===== src/rtl/ak16_pkg.sv =====
// Shared AK-16 fetch-stage types: PC source encoding and default vectors.
package ak16_pkg;

    typedef enum logic [2:0] {
        SEQ      = 3'd0,
        CALL     = 3'd1,
        RET      = 3'd2,
        RET_MISS = 3'd3,
        BR       = 3'd4,
        EXC      = 3'd5,
        RST      = 3'd6
    } pc_src_e;

    localparam int unsigned RESET_PC_DEFAULT = 32'h0000_0000;
    localparam int unsigned EXC_VEC_DEFAULT  = 32'h0000_0002;

endpackage


===== src/rtl/ras_stack.sv =====
// Circular return-address stack: push overwrites the oldest entry when full,
// pop on empty is ignored. Entry contents are deliberately left unreset.
module ras_stack #(
    parameter int W     = 16,
    parameter int DEPTH = 4
) (
    input  logic                     clk,
    input  logic                     rst,
    input  logic                     push,
    input  logic                     pop,
    input  logic                     clear,
    input  logic [W-1:0]             push_data,
    output logic [W-1:0]             top,
    output logic [$clog2(DEPTH):0]   count,
    output logic                     full,
    output logic                     empty
);

    localparam int PTR_W = $clog2(DEPTH);
    localparam int CNT_W = PTR_W + 1;

    logic [W-1:0]     mem_reg [DEPTH];
    logic [PTR_W-1:0] ptr_reg;
    logic [PTR_W-1:0] ptr_inc;
    logic [CNT_W-1:0] count_reg;

    assign ptr_inc = ptr_reg + PTR_W'(1);
    assign full    = (count_reg == CNT_W'(DEPTH));
    assign empty   = (count_reg == '0);
    assign top     = mem_reg[ptr_reg];
    assign count   = count_reg;

    // Storage has no reset so it can map onto distributed RAM.
    always_ff @(posedge clk) begin
        if (!rst && !clear && push) begin
            mem_reg[ptr_inc] <= push_data;
        end
    end

    always_ff @(posedge clk) begin
        if (rst || clear) begin
            ptr_reg   <= '0;
            count_reg <= '0;
        end else if (push) begin
            ptr_reg <= ptr_inc;
            if (!full) begin
                count_reg <= count_reg + CNT_W'(1);
            end
        end else if (pop && !empty) begin
            ptr_reg   <= ptr_reg - PTR_W'(1);
            count_reg <= count_reg - CNT_W'(1);
        end
    end

endmodule


===== src/rtl/pc_unit.sv =====
// AK-16 program counter: fixed-priority next-PC mux (exc > br > ret > call > seq),
// PC register, and return-address prediction with overflow/underflow pulses.
module pc_unit
    import ak16_pkg::*;
#(
    parameter int          PC_W      = 16,
    parameter int unsigned STEP      = 1,
    parameter int unsigned RESET_PC  = RESET_PC_DEFAULT,
    parameter int unsigned EXC_VEC   = EXC_VEC_DEFAULT,
    parameter int          RAS_DEPTH = 4
) (
    input  logic                         clk,
    input  logic                         rst,
    input  logic                         pc_en,
    input  logic                         exc_valid,
    input  logic                         br_taken,
    input  logic [PC_W-1:0]              br_target,
    input  logic                         call,
    input  logic [PC_W-1:0]              call_target,
    input  logic                         ret,
    input  logic [PC_W-1:0]              ret_target,
    output logic [PC_W-1:0]              pc_cur,
    output logic [PC_W-1:0]              pc_next,
    output pc_src_e                      pc_src,
    output logic [$clog2(RAS_DEPTH):0]   ras_count,
    output logic                         ras_overflow,
    output logic                         ras_underflow
);

    localparam logic [PC_W-1:0] RESET_PC_W = PC_W'(RESET_PC);
    localparam logic [PC_W-1:0] EXC_VEC_W  = PC_W'(EXC_VEC);

    logic [PC_W-1:0] pc_reg;
    logic [PC_W-1:0] pc_seq;
    pc_src_e         src_reg;
    pc_src_e         src_next;
    logic            ovf_reg, ovf_next;
    logic            unf_reg, unf_next;
    logic            ras_push, ras_pop, ras_clear;
    logic [PC_W-1:0] ras_top;
    logic            ras_full, ras_empty;

    assign pc_seq = pc_reg + PC_W'(STEP);

    ras_stack #(
        .W     (PC_W),
        .DEPTH (RAS_DEPTH)
    ) u_ras (
        .clk       (clk),
        .rst       (rst),
        .push      (ras_push),
        .pop       (ras_pop),
        .clear     (ras_clear),
        .push_data (pc_seq),
        .top       (ras_top),
        .count     (ras_count),
        .full      (ras_full),
        .empty     (ras_empty)
    );

    // Redirects bypass pc_en so a stalled fetch never drops them.
    always_comb begin
        pc_next   = pc_reg;
        src_next  = src_reg;
        ovf_next  = 1'b0;
        unf_next  = 1'b0;
        ras_push  = 1'b0;
        ras_pop   = 1'b0;
        ras_clear = 1'b0;
        if (rst) begin
            pc_next  = RESET_PC_W;
            src_next = RST;
        end else if (exc_valid) begin
            pc_next   = EXC_VEC_W;
            src_next  = EXC;
            ras_clear = 1'b1;
        end else if (br_taken) begin
            pc_next  = br_target;
            src_next = BR;
        end else if (pc_en && ret) begin
            if (ras_empty) begin
                pc_next  = ret_target;
                src_next = RET_MISS;
                unf_next = 1'b1;
            end else begin
                pc_next  = ras_top;
                src_next = RET;
                ras_pop  = 1'b1;
            end
        end else if (pc_en && call) begin
            pc_next  = call_target;
            src_next = CALL;
            ras_push = 1'b1;
            ovf_next = ras_full;
        end else if (pc_en) begin
            pc_next  = pc_seq;
            src_next = SEQ;
        end
    end

    always_ff @(posedge clk) begin
        if (rst) begin
            pc_reg  <= RESET_PC_W;
            src_reg <= RST;
            ovf_reg <= 1'b0;
            unf_reg <= 1'b0;
        end else begin
            pc_reg  <= pc_next;
            src_reg <= src_next;
            ovf_reg <= ovf_next;
            unf_reg <= unf_next;
        end
    end

    assign pc_cur        = pc_reg;
    assign pc_src        = src_reg;
    assign ras_overflow  = ovf_reg;
    assign ras_underflow = unf_reg;

endmodule


===== config.mk =====
export PLATFORM = sky130hd
export DESIGN_NAME = pc_unit
export DESIGN_NICKNAME = d
export VERILOG_FILES = /design/src/rtl/ak16_pkg.sv /design/src/rtl/ras_stack.sv /design/src/rtl/pc_unit.sv
export SDC_FILE = /design/constraint.sdc
export NUM_CORES = 1
export LEC_CHECK = 0
export ABC_AREA = 0
export ABC_CLOCK_PERIOD_IN_PS = 3580
export CAP_MARGIN = 10
export CORE_MARGIN = 10
export CORE_UTILIZATION = 45
export DETAILED_ROUTE_END_ITERATION = 8
export PLACE_DENSITY_LB_ADDON = 0.15
export SYNTH_ARGS = -nofsm -noshare
export SYNTH_HDL_FRONTEND = slang
export SYNTH_SLANG_ARGS = --single-unit

===== constraint.sdc =====
create_clock -name clk -period 3.58 [get_ports clk]
set_clock_uncertainty 0.15 [all_clocks]
set_input_delay 0.716 -clock clk [delete_from_list [all_inputs] [get_ports clk]]
set_output_delay 0.716 -clock clk [all_outputs]
set_load 0.05 [all_outputs]

==> results of run 1 <==
## logic make-up (layout without fill, tap and decap cells)
logic type / after synthesis / in the layout / share of synthesized area, %
adders and majority gates: 6 / 6 / 1.784
buffers and inverters: 39 / 158 / 4.217
xor gates and xnor gates: 15 / 15 / 2.839
DFF: 92 / 92 / 53.64
and+or+nand+nor: 138 / 138 / 14.98
muxes: 24 / 24 / 9.543
AOI/OAI and AO/OA: 89 / 89 / 13.00
## routing by layer
| metal | GRT usage [%] | up-vias | part of all wire, % |
|---|---|---|---|
| met5 | 0 | - | 0 |
| met2 | 32.81 | 158 | 49 |
| met3 | 4.793 | 12 | 7.4 |
| met4 | 4.545 | 0 | 0.98 |
| li1 | - | 1739 | - |
| met1 | 23.68 | 1832 | 42 |
## cells in the final DEF, fill, tap and decap left out, drive strengths merged, types with 2 or more instances in the layout
cell / n
clkbuf: 11
mux4: 16
xor2: 7
dfxtp: 28
o21ai: 17
inv: 15
o41ai: 3
clkinvlp: 2
or3: 2
o31ai: 7
a22o: 4
nand3: 12
a31oi: 6
edfxtp: 64
ha: 5
and3: 6
a21o: 3
nor2: 24
buf: 49
or2: 4
o221ai: 5
nor3: 13
a211oi: 6
nand2b: 2
a22oi: 2
clkinv: 3
a32o: 4
xnor2: 8
mux2i: 7
nand2: 57
clkdlybuf4s50: 78
a21oi: 26
nor4: 2
nor2b: 4
nand4: 5
and2: 2
## cell type report
cell class / instances / area (um^2)
Multi-Input combinational cell: 272 / 1994
Clock buffer: 11 / 141.4
Tap cell: 133 / 166.4
Fill cell: 789 / 3680
Clock inverter: 5 / 37.54
Timing Repair Buffer: 127 / 1349
Inverter: 15 / 58.81
Sequential cell: 92 / 2482
## stage by stage
stage          instance area [um^2]  total power, mW
2_1_floorplan                  4657            1.369
3_3_place_gp                   6021            1.552
3_5_place_dp                   6021            1.556
4_1_cts                        6200            2.188
5_1_grt                        6230            2.263
6_report                       6230            2.182
## critical path, stage by stage
cell and delay, ns:
clkdlybuf4s50_1 0.57, nor2b_1 0.22, nand2_1 0.11, o221ai_1 0.12, or3_1 0.41, o21ai_1 0.24
buf_12 0.17
## worst min-delay path by stage
stage                     end        startpoint  slack [ns]
floorplan            register  u_ras.ptr_reg[1]        0.34
global placement    pc_src[2]         pc_src[2]        0.30
detailed placement  pc_src[2]         pc_src[2]        0.30
CTS                 pc_src[2]         pc_src[2]        0.32
global route        pc_src[2]         pc_src[2]        0.34
finish              pc_src[2]         pc_src[2]        0.32
## what timing repair did
action                                  CTS  global route
setup buffers                             0             2
gates resized for setup                   0             3
endpoints found under the setup margin    0             5
## where the power goes
| part | switching, mW | total, mW | internal [mW] |
|---|---|---|---|
| registers | 0.0187 | 1.17 | 1.15 |
| clock network | 0.374 | 0.648 | 0.273 |
| logic | 0.202 | 0.367 | 0.165 |
| total | 0.595 | 2.18 | 1.59 |
==> summary.md, run 1 <==
| Metric | Value |
|---|---|
| R2R depth | `6` |
| Final hold vios | `0` |
| Most area-consuming cells after synthesis | `edfxtp_1 42%, dfxtp_1 12%, mux4_2 7.8%, nand2_1 4.6%, a21oi_1 2.8%` |
| CP max FO | `7` |
| CP arrival | `2.57 ns` |
| YS warnings | `0` |
| Ports | `95` |
| Sequential area share after synthesis | `~54%` |
| Die height | `121.4 um` |
| DRC | `0` |
| Reg clk slew, reported paths | `0.09 ns` |
| Clock root cell | `clkbuf_8` |
| Place WS | `0.1501 ns` |
| Area Growth Syn to Fin | `34.60%` |
| Largest net degree at the start of global routing | `26` |
| Netlist Area Pre-Place | `4628 um^2` |
| Initial antenna violation count | `0` |
| Most frequent cells after synthesis | `64 x edfxtp_1, 57 x nand2_1, 28 x dfxtp_1` |
| Final HPWL DP | `~10 mm` |
| Total number of vias | `around 3,700` |
| MaxCap Viol Count | `0` |
| Top_reg_cell synth | `edfxtp_1` |
| Slew Limit Headroom | `a little under half` |
| Status | `finished clean` |
| Placed cells | `between 600 and 700` |
| Row cnt | `36` |
| DR pass1 iterations | `4` |
| WHS | `0.3161 ns` |
| Final Max Tran Viols | `0` |
| Setup crit start | `pc_en` |
| CP endpoint kind | `output port` |
| Worst setup margin | `0.1426 ns` |
| Synth cell types | `59` |
| Number of enable flip-flop cells after synthesis | `64` |
| Hold_buf cts | `0` |
| Post-Syn Area per Cell | `approximately 11 um^2` |
| Placeable Area | `9910 um^2` |
| 1st-iter DRT viols | `274` |
| Layout cells sized above 1 | `about a fifth` |
| RD Place Congestion | `0.9059` |
| Finish-stage setup viols | `0` |
| Input/output buffers | `94` |
| Ant. Diodes | `0` |
| Yosys reg bits | `a little over 90` |
| Critical path capture point | `pc_next[14]` |
| Post-Synthesis Cells | `403` |
| Final period demand of the worst path | `3.437 ns` |
| TritonCTS Buffers | `9` |
| Non-Filler Instances | `655` |
| CP Data Required Time | `2.71 ns` |
| Vias in the first global route | `3,901` |
| Reg2Reg Setup Slack | `1.24 ns` |
| Total GRT Usage | `19.18%` |
| WL final | `14.03 mm` |
| Worst flop-to-flop path startpoint | `pc_cur[0]` |
| Post-Synthesis Net Count | `464` |
| Asr flop ratio synth | `0%` |
| Worst VDD drop | `~0.19 mV` |
| Leakage power | `2.223 nW` |
| Worst skew pair latency | `0.36 ns` |
| Clock buffer depth | `2` |
| Power density over the cells | `350.3 nW/um^2` |
| Die area | `14,740 um^2` |
| Peak Freq | `290.9 MHz` |
| Vias per std cell | `5.711` |
| CP startpoint kind | `primary input` |
| Nets@finish | `slightly below 600` |
| Worst R2R End | `u_ras.mem_reg[0][14]` |
| First-pass GRT wire length | `roughly 22 mm` |
| Initial Utilization | `46.70%` |
| Slew @ Worst Pin | `about 0.8 ns` |
| Die Wd | `~120 um` |
| Most frequent cell after synthesis | `edfxtp_1` |
| Most area-hungry cell type in the Yosys netlist | `edfxtp_1` |
| Sink Count | `92` |
| Number of flip-flops in the largest register | `64` |
| Fraction of the cycle the final worst path needs | `96.02%` |
| Wire per inst | `21.42 um` |
| Hold/Removal Path Class | `reg2reg` |
| H-tree Lvls | `3` |
| Post-synth top area share | `41.52%` |
| Final Core Density | `62.87%` |
| Setup TNS | `0 ns` |
| Gr ovfl total | `0` |
| WS Path Type | `in2out` |
| CTS tree | `built` |
| ANT nets after route | `0` |
| Hold Path Stages | `1` |
(Power assumes the default switching activity.)
==> inputs of run 2 (changes only) <==
--- a/config.mk
+++ b/config.mk
@@ -11,6 +11,7 @@
 export CORE_MARGIN = 10
 export CORE_UTILIZATION = 45
 export DETAILED_ROUTE_END_ITERATION = 8
+export GPL_TIMING_DRIVEN = 0
 export PLACE_DENSITY_LB_ADDON = 0.15
 export SYNTH_ARGS = -nofsm -noshare
 export SYNTH_HDL_FRONTEND = slang
==> constraint.sdc (replaced) <==
create_clock -name clk -period 3.58 [get_ports clk]
set_clock_uncertainty 0.15 [all_clocks]
set_input_delay 0.716 -clock clk [delete_from_list [all_inputs] [get_ports clk]]
set_output_delay 0.716 -clock clk [all_outputs]
set_load 0.005 [all_outputs]
==> summary.md, run 2 (synthesis results as in run 1) <==
| Metric | Value |
|---|---|
| Area Growth Syn to Fin | `34.96%` |
| Commonest non-fill, non-tap cell in the layout | `clkdlybuf4s50_1` |
| DR pass1 iterations | `5` |
| RSZ-0062 raised after global routing | `yes` |
| CP startpoint kind | `register` |
| Multi-input gate area | `2049 um^2` |
| # fillers | `814` |
| WS Path Type | `reg2out` |
| Initial Utilization | `about 47%` |
| Worst path slowest cell | `clkdlybuf4s50_1` |
| Largest net degree at the start of global routing | `17` |
| Final HPWL DP | `10.20 mm` |
| ANT nets after route | `0` |
| Final Max Tran Viols | `0` |
| CP Data Required Time | `about 2.7 ns` |
| Hold/Removal Path Class | `reg2reg` |
| Final hold vios | `0` |
| First-pass GRT wire length | `between 20 and 25 mm` |
| Peak Freq | `284.6 MHz` |
| Power density over the cells | `370.1 nW/um^2` |
| Reg clk slew, reported paths | `approximately 0.080 ns` |
| Slowest Stage Delay on Critical Path | `between 0.5 and 0.6 ns` |
| Leakage power | `2.288 nW` |
| Ports | `between 90 and 100` |
| Initial antenna violation count | `0` |
| Wire per inst | `21.47 um` |
| Die height | `121.4 um` |
| WHS | `about 0.36 ns` |
| Slew @ Worst Pin | `about 0.63 ns` |
| Placeable Area | `slightly below 10,000 um^2` |
| Clock buffer depth | `2` |
| CP endpoint kind | `output port` |
| Row cnt | `36` |
| Final period demand of the worst path | `around 3.5 ns` |
| Most frequent cells in the layout | `84 x clkdlybuf4s50_1, 64 x edfxtp_1, 53 x nand2_1` |
| CTS tree | `built` |
| CP arrival | `2.65 ns` |
| Clock root cell | `clkbuf_8` |
| Register area | `2491 um^2` |
| Layout cells sized above 1 | `a little over a fifth` |
| WL final | `approximately 14 mm` |
| Nets@finish | `approximately 600` |
| Fraction of the cycle the final worst path needs | `98.13%` |
| Number of flip-flops in the largest register | `64` |
| Vias in the first global route | `3,755` |
| RD Place Congestion | `approximately 0.89` |
| H-tree Lvls | `3` |
| Total number of vias | `~3,800` |
| Slew Limit Headroom | `58.18%` |
| MaxCap Viol Count | `0` |
| Input/output buffers | `91` |
| Post-DP Area | `5705 um^2` |
| DRC | `0` |
| Ant. Diodes | `0` |
| Finish-stage setup viols | `0` |
| Post-route cell area | `6246 um^2` |
| Total GRT Usage | `a little under a fifth` |
| Worst VDD drop | `0.1720 mV` |
| Worst skew pair latency | `0.37 ns` |
| TritonCTS Buffers | `9` |
| Final Core Density | `between 60% and 70%` |
| Vias per std cell | `5.783` |
| CP cell instances | `buf_2 -> nand4_1 -> buf_4 -> nor2_1 -> nor2_1 -> o21ai_1 -> a22o_1 -> clkdlybuf4s50_1` |
| Worst setup margin | `~0.067 ns` |
| Die Wd | `121.4 um` |
| 1st-iter DRT viols | `approximately 260` |
| Overall power | `between 2 and 2.5 mW` |
| Status | `finished clean` |
| Place WS | `-0.5665 ns` |
| CP dominant cell by count | `nor2_1` |
| CP max FO | `7` |
| Gr ovfl total | `0` |
| Sink Count | `between 90 and 100` |
| Die area | `14,740 um^2` |
==> run 2: layer usage <==
| metal | track usage, % | vias up | wire length (um) |
|---|---|---|---|
| met1 | 24.31 | 1873 | 5882 |
| met3 | 4.467 | 27 | 1209 |
| met5 | 0 | - | 0 |
| met2 | 30.92 | 162 | 6776 |
| met4 | 6.930 | 0 | 300 |
| li1 | - | 1755 | - |
==> run 2: final timing paths <==
check	endpoint	startpoint	slack, ns	depth (start not counted)
hold / removal	pc_src[2]	pc_src[2]	0.36	1
setup reg to reg	u_ras.mem_reg[0][14]	pc_cur[0]	1.44	7
setup / recovery	pc_next[7]	pc_cur[3]	0.07	8
hold reg to reg	pc_src[2]	pc_src[2]	0.36	1
==> run 2: where the power goes <==
group | total, mW | switching [mW] | internal, mW | leakage [nW]
logic | 0.269 | 0.128 | 0.141 | 1.34
clock network | 0.876 | 0.363 | 0.512 | 0.134
registers | 1.17 | 0.0191 | 1.15 | 0.818
total | 2.31 | 0.510 | 1.80 | 2.29
==> run 2: area by class of cell <==
type / instances / area share [%]
Buffer: 24 / 2.504
Clock buffer: 14 / 3.265
Clock inverter: 2 / 0.9615
Inverter: 15 / 0.9415
Multi-Input combinational cell: 272 / 32.81
Sequential cell: 92 / 39.88
Tap cell: 133 / 2.664
Timing Repair Buffer: 108 / 16.97
==> run 2: critical path, delay by kind of cell (launching register included) <==
kind | cells | cell delay, ns
flip-flops | 1 | 0.34
buffers and inverters | 3 | 0.93
AO/OA/AOI/OAI | 2 | 0.47
AND/OR/NAND/NOR | 3 | 0.55
==> run 2: metrics by stage <==
stage                     setup TNS, ns  cells
after global placement           -6.214    627
after floorplan                       0    403
after detailed placement         -5.961    627
final                                 0    660
after CTS                      -0.05631    653
after global routing            -0.1090    660
==> run 2: repair_timing <==
action / CTS / global route
setup buffers: 10 / 7
setup endpoints to repair: 16 / 13
pin swaps: 4 / 5
hold buffers: 0 / 0
gates resized for setup: 24 / 24
